[src/rtl/bau_pkg.sv]
// Shared types and the per-bit beat function for bitwise_accum_unit.
package bau_pkg;

    typedef enum logic [1:0] {
        OP_XOR  = 2'd0,
        OP_AND  = 2'd1,
        OP_OR   = 2'd2,
        OP_COND = 2'd3
    } bau_op_e;

    typedef enum logic {
        ST_IDLE  = 1'b0,
        ST_ACCUM = 1'b1
    } bau_state_e;

    // One bit of the beat result; sign is operand A's MSB, which steers COND.
    // Applied across every bit position, this gives r for any WIDTH.
    function automatic logic bau_op(input bau_op_e op, input logic a, input logic b,
                                    input logic sign);
        case (op)
            OP_XOR:  return a ^ b;
            OP_AND:  return a & b;
            OP_OR:   return a | b;
            OP_COND: return sign ? (a & b) : (a ^ b);
            default: return a ^ b;
        endcase
    endfunction

endpackage

[src/rtl/bau_out_reg.sv]
// Output holding register: payload is held stable until the downstream takes it.
module bau_out_reg #(
    parameter int W = 1
) (
    input  logic         clk,
    input  logic         rst,
    input  logic         load,
    input  logic [W-1:0] d,
    input  logic         ready,
    output logic         valid,
    output logic [W-1:0] q
);

    // load is only raised while the register is empty or draining this cycle
    always_ff @(posedge clk) begin
        if (rst) begin
            valid <= 1'b0;
            q     <= '0;
        end else if (load) begin
            valid <= 1'b1;
            q     <= d;
        end else if (ready) begin
            valid <= 1'b0;
        end
    end

endmodule

[src/rtl/bitwise_accum_unit.sv]
// Per-beat bitwise op on a valid/ready stream, either passed through or XOR-folded per packet.
//   state    | meaning
//   ST_IDLE  | no open packet; next accepted beat starts one
//   ST_ACCUM | accumulate packet open, acc/cnt hold the partial fold
module bitwise_accum_unit
    import bau_pkg::*;
#(
    parameter  int WIDTH     = 8,
    parameter  int BURST_MAX = 8,
    localparam int CNT_W     = $clog2(BURST_MAX + 1)
) (
    input  logic             clk,
    input  logic             rst,
    input  logic             in_valid,
    output logic             in_ready,
    input  logic [WIDTH-1:0] in_a,
    input  logic [WIDTH-1:0] in_b,
    input  logic [1:0]       in_op,
    input  logic             in_acc,
    input  logic             in_last,
    output logic             out_valid,
    input  logic             out_ready,
    output logic [WIDTH-1:0] out_data,
    output logic [CNT_W-1:0] out_count,
    output logic             out_err
);

    bau_state_e       state;
    logic [WIDTH-1:0] acc;
    logic [CNT_W-1:0] cnt;

    logic             accept;
    logic [WIDTH-1:0] r;
    logic [WIDTH-1:0] acc_sum;
    logic [CNT_W-1:0] cnt_inc;
    logic             emit;
    logic [WIDTH-1:0] emit_data;
    logic [CNT_W-1:0] emit_count;
    logic             emit_err;

    assign in_ready = !out_valid || out_ready;
    assign accept   = in_valid && in_ready;
    assign acc_sum  = acc ^ r;
    assign cnt_inc  = cnt + 1'b1;

    always_comb begin
        r = '0;
        for (int i = 0; i < WIDTH; i++) begin
            r[i] = bau_op(bau_op_e'(in_op), in_a[i], in_b[i], in_a[WIDTH-1]);
        end
    end

    always_comb begin
        emit       = 1'b0;
        emit_data  = r;
        emit_count = CNT_W'(1);
        emit_err   = 1'b0;
        if (accept) begin
            if (state == ST_IDLE) begin
                emit = !in_acc || in_last;
            end else begin
                emit_data  = acc_sum;
                emit_count = cnt_inc;
                if (in_last) begin
                    emit = 1'b1;
                end else if (cnt_inc == CNT_W'(BURST_MAX)) begin
                    emit     = 1'b1;
                    emit_err = 1'b1;
                end
            end
        end
    end

    always_ff @(posedge clk) begin
        if (rst) begin
            state <= ST_IDLE;
            acc   <= '0;
            cnt   <= '0;
        end else if (accept) begin
            if (emit) begin
                state <= ST_IDLE;
                acc   <= '0;
                cnt   <= '0;
            end else if (state == ST_IDLE) begin
                state <= ST_ACCUM;
                acc   <= r;
                cnt   <= CNT_W'(1);
            end else begin
                acc   <= acc_sum;
                cnt   <= cnt_inc;
            end
        end
    end

    bau_out_reg #(
        .W(WIDTH + CNT_W + 1)
    ) u_out_reg (
        .clk   (clk),
        .rst   (rst),
        .load  (emit),
        .d     ({emit_data, emit_count, emit_err}),
        .ready (out_ready),
        .valid (out_valid),
        .q     ({out_data, out_count, out_err})
    );

endmodule

[config.mk]
export PLATFORM = sky130hd
export DESIGN_NAME = bitwise_accum_unit
export DESIGN_NICKNAME = d
export VERILOG_FILES = /design/src/rtl/bau_pkg.sv /design/src/rtl/bau_out_reg.sv /design/src/rtl/bitwise_accum_unit.sv
export SDC_FILE = /design/constraint.sdc
export NUM_CORES = 1
export LEC_CHECK = 0
export CORE_ASPECT_RATIO = 0.7
export CORE_MARGIN = 3
export CORE_UTILIZATION = 53
export CTS_BUF_LIST = sky130_fd_sc_hd__clkbuf_8
export CTS_CLUSTER_DIAMETER = 50
export DETAILED_ROUTE_END_ITERATION = 12
export PLACE_DENSITY = 0.9
export SLEW_MARGIN = 10
export SYNTH_ARGS = -nofsm -noshare
export SYNTH_HDL_FRONTEND = slang
export SYNTH_SLANG_ARGS = --single-unit
[constraint.sdc]
create_clock -name clk -period 1.8 [get_ports clk]
set_input_delay 0.18 -clock clk [delete_from_list [all_inputs] [get_ports clk]]
set_output_delay 0.18 -clock clk [all_outputs]
set_load 0.005 [all_outputs]
After elaboration in Yosys (flattened, before gate mapping). Index checks and enable logic that the tools add are counted.

Bits in registers: 27. Latch bits: 0. RAM bits: 0. Memory bits (read-only): 0. Logic and storage cells: 74. Memories kept: 0.

Add/subtract/negate cells: 1. Multiply operators: 0. Div/mod/pow operators: 0. $lt $le $gt $ge: 0. Eq/ne operators: 4. Shifts and indexed selects: 0. Mux-type cells: 32. Bitwise gates (word level): 25. Reductions and logical operators: 7.

Operator list (count): $pmux W1 S4 (8); $mux W8 (3); $mux W1 (18); $mux W4 (3); $and A1 B1 Y1 (8); $or A1 B1 Y1 (8); $xor A1 B1 Y1 (8); $xor A8 B8 Y8 (1); $add A4 B1 Y4 const B (1); $eq A2 B2 Y1 const B (2); $eq A4 B4 Y1 const B (1); $eq A2 B1 Y1 const B (1); $logic_not A1 Y1 (2); $logic_not A2 Y1 (1); $logic_or A1 B1 Y1 (2); $reduce_bool A2 Y1 (1); $logic_and A1 B1 Y1 (1).

Depth between registers and ports, before layout. Gate-level depths: netlist (run 1).

Depth after elaboration: 7. Mapped depth: 7.

Cells and area by module. From an unflattened synthesis (run 1), not the netlist that was laid out.

Cells, all modules: 219. Area, all modules: 1859.3 um2.

By module, submodules not included: bitwise_accum_unit (instances 1, cells an instance 173, area an instance 1348.8 um2, sequential area each 260.2 um2); bau_out_reg (instances 1, cells an instance 46, area an instance 510.5 um2, sequential area each 280.3 um2).

Worst setup path after synthesis (run 1). Ideal clock, no wire load.

Path kind: flip-flop to flip-flop. Start: register cnt[0]. End: register u_out_reg.q[11]. Setup time: 86 ps. Data arrival time: 1437 ps. Data required time: 1714 ps. Slack: 277 ps. Stages on the path, launching flop included: 7. Buffers on the path: 1. Cell sequence: dfxtp_1 -> ha_1 -> nand3_1 -> a21oi_4 -> o31a_4 -> buf_4 -> a211oi_1.

Word-level cells in the longest chain between the ends: 6.

RTL lines: start: declaration (RTL line bitwise_accum_unit.sv:30) `logic [CNT_W-1:0] cnt;`; start signal: assignment (RTL line bitwise_accum_unit.sv:90) `cnt <= cnt_inc;`; $add A4 B1 Y4 (RTL line bitwise_accum_unit.sv:44) `assign cnt_inc = cnt + 1'b1;`; $eq A4 B4 Y1 (RTL line bitwise_accum_unit.sv:66) `end else if (cnt_inc == CNT_W'(BURST_MAX)) begin`; $mux W1 (RTL line bitwise_accum_unit.sv:66); $mux W1 (RTL line bitwise_accum_unit.sv:64) `if (in_last) begin`; $mux W1 (RTL line bitwise_accum_unit.sv:59) `if (state == ST_IDLE) begin`; $mux W1 (RTL line bitwise_accum_unit.sv:58) `if (accept) begin`; end signal: assignment (RTL line bau_out_reg.sv:18) `q <= '0;`; end signal: assignment (RTL line bau_out_reg.sv:21) `q <= d;`; end: declaration (RTL line bau_out_reg.sv:11) `output logic [W-1:0] q`.

No other way between the ends. A chain may end at the register's enable or synchronous reset.

Worst setup path in the final report (run 1).
Start: register cnt[0]. End: register acc[6].

Word-level cells in the longest chain between the ends: 7.

RTL lines: $add A4 B1 Y4 (RTL line bitwise_accum_unit.sv:44); $eq A4 B4 Y1 (RTL line bitwise_accum_unit.sv:66); $mux W1 (RTL line bitwise_accum_unit.sv:66); $mux W1 (RTL line bitwise_accum_unit.sv:64); $mux W1 (RTL line bitwise_accum_unit.sv:59); $mux W1 (RTL line bitwise_accum_unit.sv:58); $mux W8 (RTL line bitwise_accum_unit.sv:80) `if (emit) begin`; end signal: assignment (RTL line bitwise_accum_unit.sv:86) `acc <= r;`; end signal: assignment (RTL line bitwise_accum_unit.sv:89) `acc <= acc_sum;`; end: declaration (RTL line bitwise_accum_unit.sv:29) `logic [WIDTH-1:0] acc;`.

No other way between the ends.

==> key figures, run 1 <==
Yosys
  – Synth async-reset ratio: 0
  – Yosys cell types: 41
  – Count leader, synth: dfxtp_1
  – Mapped Nets: 260
  – Top cell type's share of synthesized area: 0.297
  – Dominant cells by area after synthesis: dfxtp_1, ha_1, nand2_1, inv_1, o22ai_1
  – Synth Instances: 219
  – Avg Inst Size Synth: 8.32 µm²
  – Number of synthesized flops with an enable pin: 0
  – Mapped Area: 1820 µm²
  – Ys Warns: 0
  – Ys flop type: dfxtp_1
  – Seq/Total Area, Yosys: 0.297
  – #FFs+latches synth: 27
  – Most frequent cells after synthesis: dfxtp_1, nand2_1, inv_1
  – Largest area contributor in the netlist: dfxtp_1

Pwr
  – Lkg Pwr: 0.992 nW
  – VDD IR-drop max: 567 µV
  – Pwr dens: 566 nW/µm²
  – Power Total: 1.38 mW

STA
  – Finish-stage setup viols: 0
  – Setup ws final: 0.111 ns
  – Period utilization: 0.939
  – Max_slew headroom: 0.514
  – Max Clk Rate: 592 MHz
  – Worst hold slack: around 0.46 ns
  – Worst Skew: 0.00249 ns
  – Fin. max-slew vios: 0
  – Setup_tns: 0 ns
  – Fin crit period: approximately 1.7 ns
  – Worst-margin pin slew: 0.726 ns
  – RSZ-0062 raised after global routing: no
  – Endpoints failing hold: 0

Place
  – Post-DP HPWL: 3.61 mm
  – Port Buffers: 38
  – Placed Cells: 317
  – Placed inst area: 2370 µm²
  – Placer's final routability congestion estimate: 0.780
  – Pre-CTS setup slack: -0.132 ns

Cells and area
  – Synth-to-layout area growth: 34.1%
  – Final core utilization: 0.761
  – Cell Count, Final, Fillers Out: approximately 320
  – Nets@finish: 317
  – Final Cell Area: around 2400 µm²
  – N_diodes: 0
  – Fraction of layout cells with a size suffix above 1: 0.156

Route
  – Post-DR wirelength/cell: 15.5 µm
  – Initial DRT Pass Iterations: 4
  – Vias per cell: 5.67
  – Final ANT Viol Nets: 0
  – DR DRC count: 0
  – Drt initial violations: 133
  – Routed vias: approximately 1800
  – Total wire length: around 5.0 mm

Critical path
  – WS Path Type: reg2reg
  – Crit path cell chain: ha_1, nand3_1, a21oi_4, buf_12, nor4_4, buf_4, a32oi_1, nand2_1
  – Critical Path End Type: flip-flop
  – CP Launch Type: flip-flop
  – Max incr delay on CP: 0.40 ns
  – WP data required: 1.97 ns
  – Crit-path max FO: 8
  – Worst path slowest cell: dfxtp_2
  – Arr. time, crit path: approximately 1.9 ns

Global routing
  – Total congestion overflow: 0
  – GRT Overall Usage: 0.239
  – Vias in the first global route: 1698
  – First-pass GRT wire length: 7.78 mm
  – Largest net degree at the start of global routing: 16
  – Initial antenna violation count: 0

Clocking
  – Hold Buf Count CTS: 0
  – H-tree levels: 1
  – Total CTS buffers: 3
  – Deepest clock path buffer count: 2
  – CTS root buf: clkbuf_8
  – Clk_lat worst skew: 0.27 ns
  – CTS tree: built
  – Sink Count: 27
  – Clock-pin slew on the worst setup and hold paths: 0.09 ns

Run
  – Maxcap violations: 0

Floorplanning
  – Total core area: 3210 µm²
  – Die Wd: 76.1 µm
  – IO Pins: 39
  – Die H: ~55 µm
  – Die ar.: 4190 µm²
  – Site Rows: 17
  – Starting Density: 0.567

Worst hold path
  – Class of the worst hold path: reg2reg

Run status
  – Status: complete, no violations
[state kept, by name, indices dropped and copies added, names as in the netlist]
name	count
u_out_reg.valid	1
state	1
u_out_reg.q	13
acc	8
cnt	4
[worst max-delay path, delay by kind of cell (launching register included)]
family | cells | cell delay, ns
flops | 1 | 0.40
buf+inv | 2 | 0.35
fa+ha+maj | 1 | 0.20
compound gates | 2 | 0.40
simple gates | 3 | 0.23
[metal layers]
metal,vias up,part of all wire,global-route usage
met5,-,0,0
met4,0,0.025,0.0753
met3,22,0.072,0.0469
met2,83,0.48,0.438
met1,851,0.42,0.295
li1,869,-,-
[cells by family (layout without fill, tap and decap cells)]
logic type,Yosys count,in the layout,share of synthesized area
compound gates,53,53,0.218
xor+xnor,10,10,0.0481
fa+ha+maj,17,17,0.117
buf+inv,31,87,0.0714
flops,27,27,0.297
mux,1,1,0.00549
simple gates,80,80,0.243
[placed cells by master, fill, tap and decap left out, types with 2 or more instances in the layout]
master,count
clkdlybuf4s50_1,38
nand2_1,26
dfxtp_1,25
inv_1,23
buf_4,21
ha_1,17
nor2_1,14
o22ai_1,13
a21oi_1,12
nand2b_1,11
xnor2_1,9
nand3b_1,8
and3_1,5
a211oi_2,5
o21ai_1,5
nand3_1,4
a22oi_1,3
a32oi_1,3
clkbuf_8,3
and2_1,2
nor2b_1,2
nor3_1,2
o2bb2ai_1,2
o21ai_0,2
dfxtp_2,2
[area by class of cell]
cell class	instances	area (µm²)
timing repair buffer	60	558
clock buffer	3	41.3
fill	216	768
tap	47	58.8
inverter	23	86.3
clock inverter	1	5.00
multi-input combinational	161	1150
sequential	27	543
[what timing repair did]
item,4_1_cts,5_1_grt
buffers inserted,1,0
gates resized for setup,0,2
endpoints found under the setup margin,1,9
[final timing paths]
check                               startpoint        endpoint  slack [ns]  cells past startpoint
worst max-delay path                    cnt[0]          acc[6]        0.11                      8
worst min-delay path            u_out_reg.q[1]  u_out_reg.q[1]        0.46                      2
worst max register to register          cnt[0]          acc[6]        0.11                      8
worst min register to register  u_out_reg.q[1]  u_out_reg.q[1]        0.46                      2
[power breakdown]
part           switching [mW]  leakage [nW]  total, mW  internal, mW
Sequential             0.0187         0.221      0.642         0.624
Clock                   0.185        0.0255      0.341         0.155
Combinational           0.189         0.746      0.400         0.211
Total                   0.394         0.992       1.38         0.989
Power figures use the tool's default switching activity.
==> inputs of run 2 (changes only) <==
Settings changed: CORE_UTILIZATION 53 to 57, PLACE_DENSITY 0.9 to 0.95, SYNTH_HIERARCHICAL set to 1.
Clock period 1.8 ns to 2 ns, I/O delays scaled along.
==> key figures, run 2 <==
Cells and area
  – Nets@finish: between 300 and 400
  – Synth-to-layout area growth: 28.6%
  – Final Cell Area: 2390 µm²
  – Fraction of layout cells with a size suffix above 1: 0.0943
  – Largest register FFs: 13
  – Commonest non-fill, non-tap cell in the layout: clkdlybuf4s50_1
  – Top reg by flops: u_out_reg/q
  – Cell Count, Final, Fillers Out: 301
  – Number of fill cells: 201
  – N_diodes: 0
  – Final core utilization: 0.813
  – Largest registers: u_out_reg/q: 13 flops, acc: 8 flops, cnt: 4 flops
  – Most frequent cells in the layout: clkdlybuf4s50_1, mux2i_1, dfxtp_1, nand2_1, nor2_1

Pwr
  – Net switching power: 356 µW
  – Switch share: 0.283
  – Internal: 904 µW
  – VDD IR-drop max: 414 µV
  – Lkg Pwr: 1.01 nW
  – Part of the power in registers: 0.469
  – Clk pwr share: 0.236
  – Pwr dens: 527 nW/µm²
  – Combinational Power Share: 0.296

Floorplanning
  – Site Rows: 16
  – Die Wd: 74.3 µm
  – Die H: between 50 and 60 µm
  – Die ar.: 3990 µm²
  – Total core area: 2940 µm²
  – Starting Density: 0.632
  – IO Pins: 39

Critical path
  – CP Launch Type: input pin
  – R2r endpoint: u_out_reg/q[1]
  – CP startpoint: in_a[7]
  – Critical Path End: acc[2]
  – WS Path Type: in2reg
  – R2R cell count: 7
  – Critical Path End Type: flip-flop
  – RR Startpoint: cnt[0]
  – Arr. time, crit path: between 2 and 2.5 ns
  – R2R Setup Slk: 0.35 ns
  – WP data required: 2.18 ns
  – Crit-path max FO: 4

Yosys
  – Seq/Total Area, Yosys: 0.291
  – Yosys cell types: 35
  – Synth async-reset ratio: 0
  – Ys flop type: dfxtp_1
  – Avg Inst Size Synth: roughly 8.5 µm²
  – Synth Instances: about 220
  – Number of synthesized flops with an enable pin: 0
  – Top cell type's share of synthesized area: 0.291
  – Largest area contributor in the netlist: dfxtp_1
  – Most frequent cells after synthesis: mux2i_1, dfxtp_1, nand2_1
  – Ys Warns: 6
  – Mapped Nets: 260
  – Mapped Area: 1860 µm²
  – Dominant cells by area after synthesis: dfxtp_1, mux2i_1, ha_1, nand2_1, nor2_1
  – Count leader, synth: mux2i_1
  – #FFs+latches synth: 27

Place
  – Pre-CTS setup slack: -0.243 ns
  – Post-DP HPWL: 3.20 mm
  – Placer's final routability congestion estimate: about 0.77
  – Port Buffers: 38
  – Placed Cells: 296
  – Placed inst area: 2330 µm²

Global routing
  – Vias in the first global route: between 1500 and 2000
  – First-pass GRT wire length: 6.58 mm
  – Initial antenna violation count: 0
  – Total congestion overflow: 0
  – GRT Overall Usage: 0.215
  – Largest net degree at the start of global routing: 19

Clocking
  – Deepest clock path buffer count: 2
  – Clk_lat worst skew: between 0.2 and 0.3 ns
  – H-tree levels: 1
  – Hold Buf Count CTS: 0
  – CTS root buf: clkbuf_8
  – CTS tree: built
  – Sink Count: 27
  – Clock-pin slew on the worst setup and hold paths: around 0.09 ns
  – Total CTS buffers: 3

Route
  – Initial DRT Pass Iterations: 4
  – Final ANT Viol Nets: 0
  – Routed vias: 1644
  – DR DRC count: 0
  – Post-DR wirelength/cell: 13.7 µm
  – Vias per cell: between 5 and 6
  – Total wire length: 4.13 mm
  – Drt initial violations: between 80 and 90

Worst hold path
  – HP Start: u_out_reg/valid
  – Class of the worst hold path: reg2reg

STA
  – Endpoints failing hold: 0
  – Setup ws final: 0.0673 ns
  – Max_slew headroom: 0.731
  – Finish-stage setup viols: 0
  – RSZ-0062 raised after global routing: no
  – Worst Skew: 0.00160 ns
  – Worst-margin pin slew: 0.397 ns
  – Period utilization: 0.966
  – Fin. max-slew vios: 0
  – Fin crit period: 1.93 ns
  – Max Clk Rate: 517 MHz

Run
  – Maxcap violations: 0

Run status
  – Status: complete, no violations
## run 2: how the worst min path moves through the flow
stage / cells after the start / endpoint
2_1_floorplan: 1 / u_out_reg/valid
3_3_place_gp: 2 / u_out_reg/valid
3_5_place_dp: 2 / u_out_reg/q[11]
4_1_cts: 2 / u_out_reg/valid
5_1_grt: 2 / u_out_reg/valid
6_report: 2 / u_out_reg/valid
## run 2: layout make-up
class	count	area, µm²	share of cell area
timing repair buffer	53	505	0.211
clock inverter	1	3.75	0.00157
multi-input combinational	161	1180	0.493
clock buffer	3	41.3	0.0173
tap	36	45.0	0.0188
inverter	20	75.1	0.0314
sequential	27	541	0.226
## run 2: kinds of logic (layout without fill, tap and decap cells)
family	Yosys count	in the layout	share of synthesized area
AOI/OAI and AO/OA	32	32	0.111
muxes	35	35	0.193
DFF	27	27	0.291
buffers and inverters	31	77	0.0814
adders and majority gates	17	17	0.114
xor gates and xnor gates	11	11	0.0518
and+or+nand+nor	66	66	0.157
## run 2: repair_timing
item,in CTS,in global routing
gates resized for setup,0,2
buffers inserted,0,1
setup endpoints to repair,0,1
## run 2: metal layers
metal  share of wire  track usage  vias up
met2            0.48        0.388       45
li1                -            -      825
met3           0.054       0.0541        8
met5               0            0        -
met4           0.015       0.0769        0
met1            0.45        0.250      766
## run 2: power by group through the flow
stage          registers [mW]  logic (mW)  clock network, mW
6_report                0.591       0.373              0.297
5_1_grt                 0.595       0.407              0.315
4_1_cts                 0.591       0.364              0.305
3_5_place_dp            0.603       0.361                  0
3_3_place_gp            0.601       0.344                  0
2_1_floorplan           0.599       0.216                  0
## run 2: critical path, stage by stage
cell             delay (ns)
clkdlybuf4s50_1        0.44
and2b_1                0.26
buf_4                  0.17
buf_12                 0.12
mux2i_1                0.20
mux2i_1                0.17
or2_2                  0.34
a21oi_1                0.21
## run 2: per-stage QoR
step | total power, mW | hold slack, ns | setup TNS, ns
2_1_floorplan | 0.814 | 0.269 | 0
3_3_place_gp | 0.945 | 0.473 | -0.206
3_5_place_dp | 0.963 | 0.481 | -1.09
4_1_cts | 1.26 | 0.497 | 0
5_1_grt | 1.32 | 0.521 | 0
6_report | 1.26 | 0.496 | 0
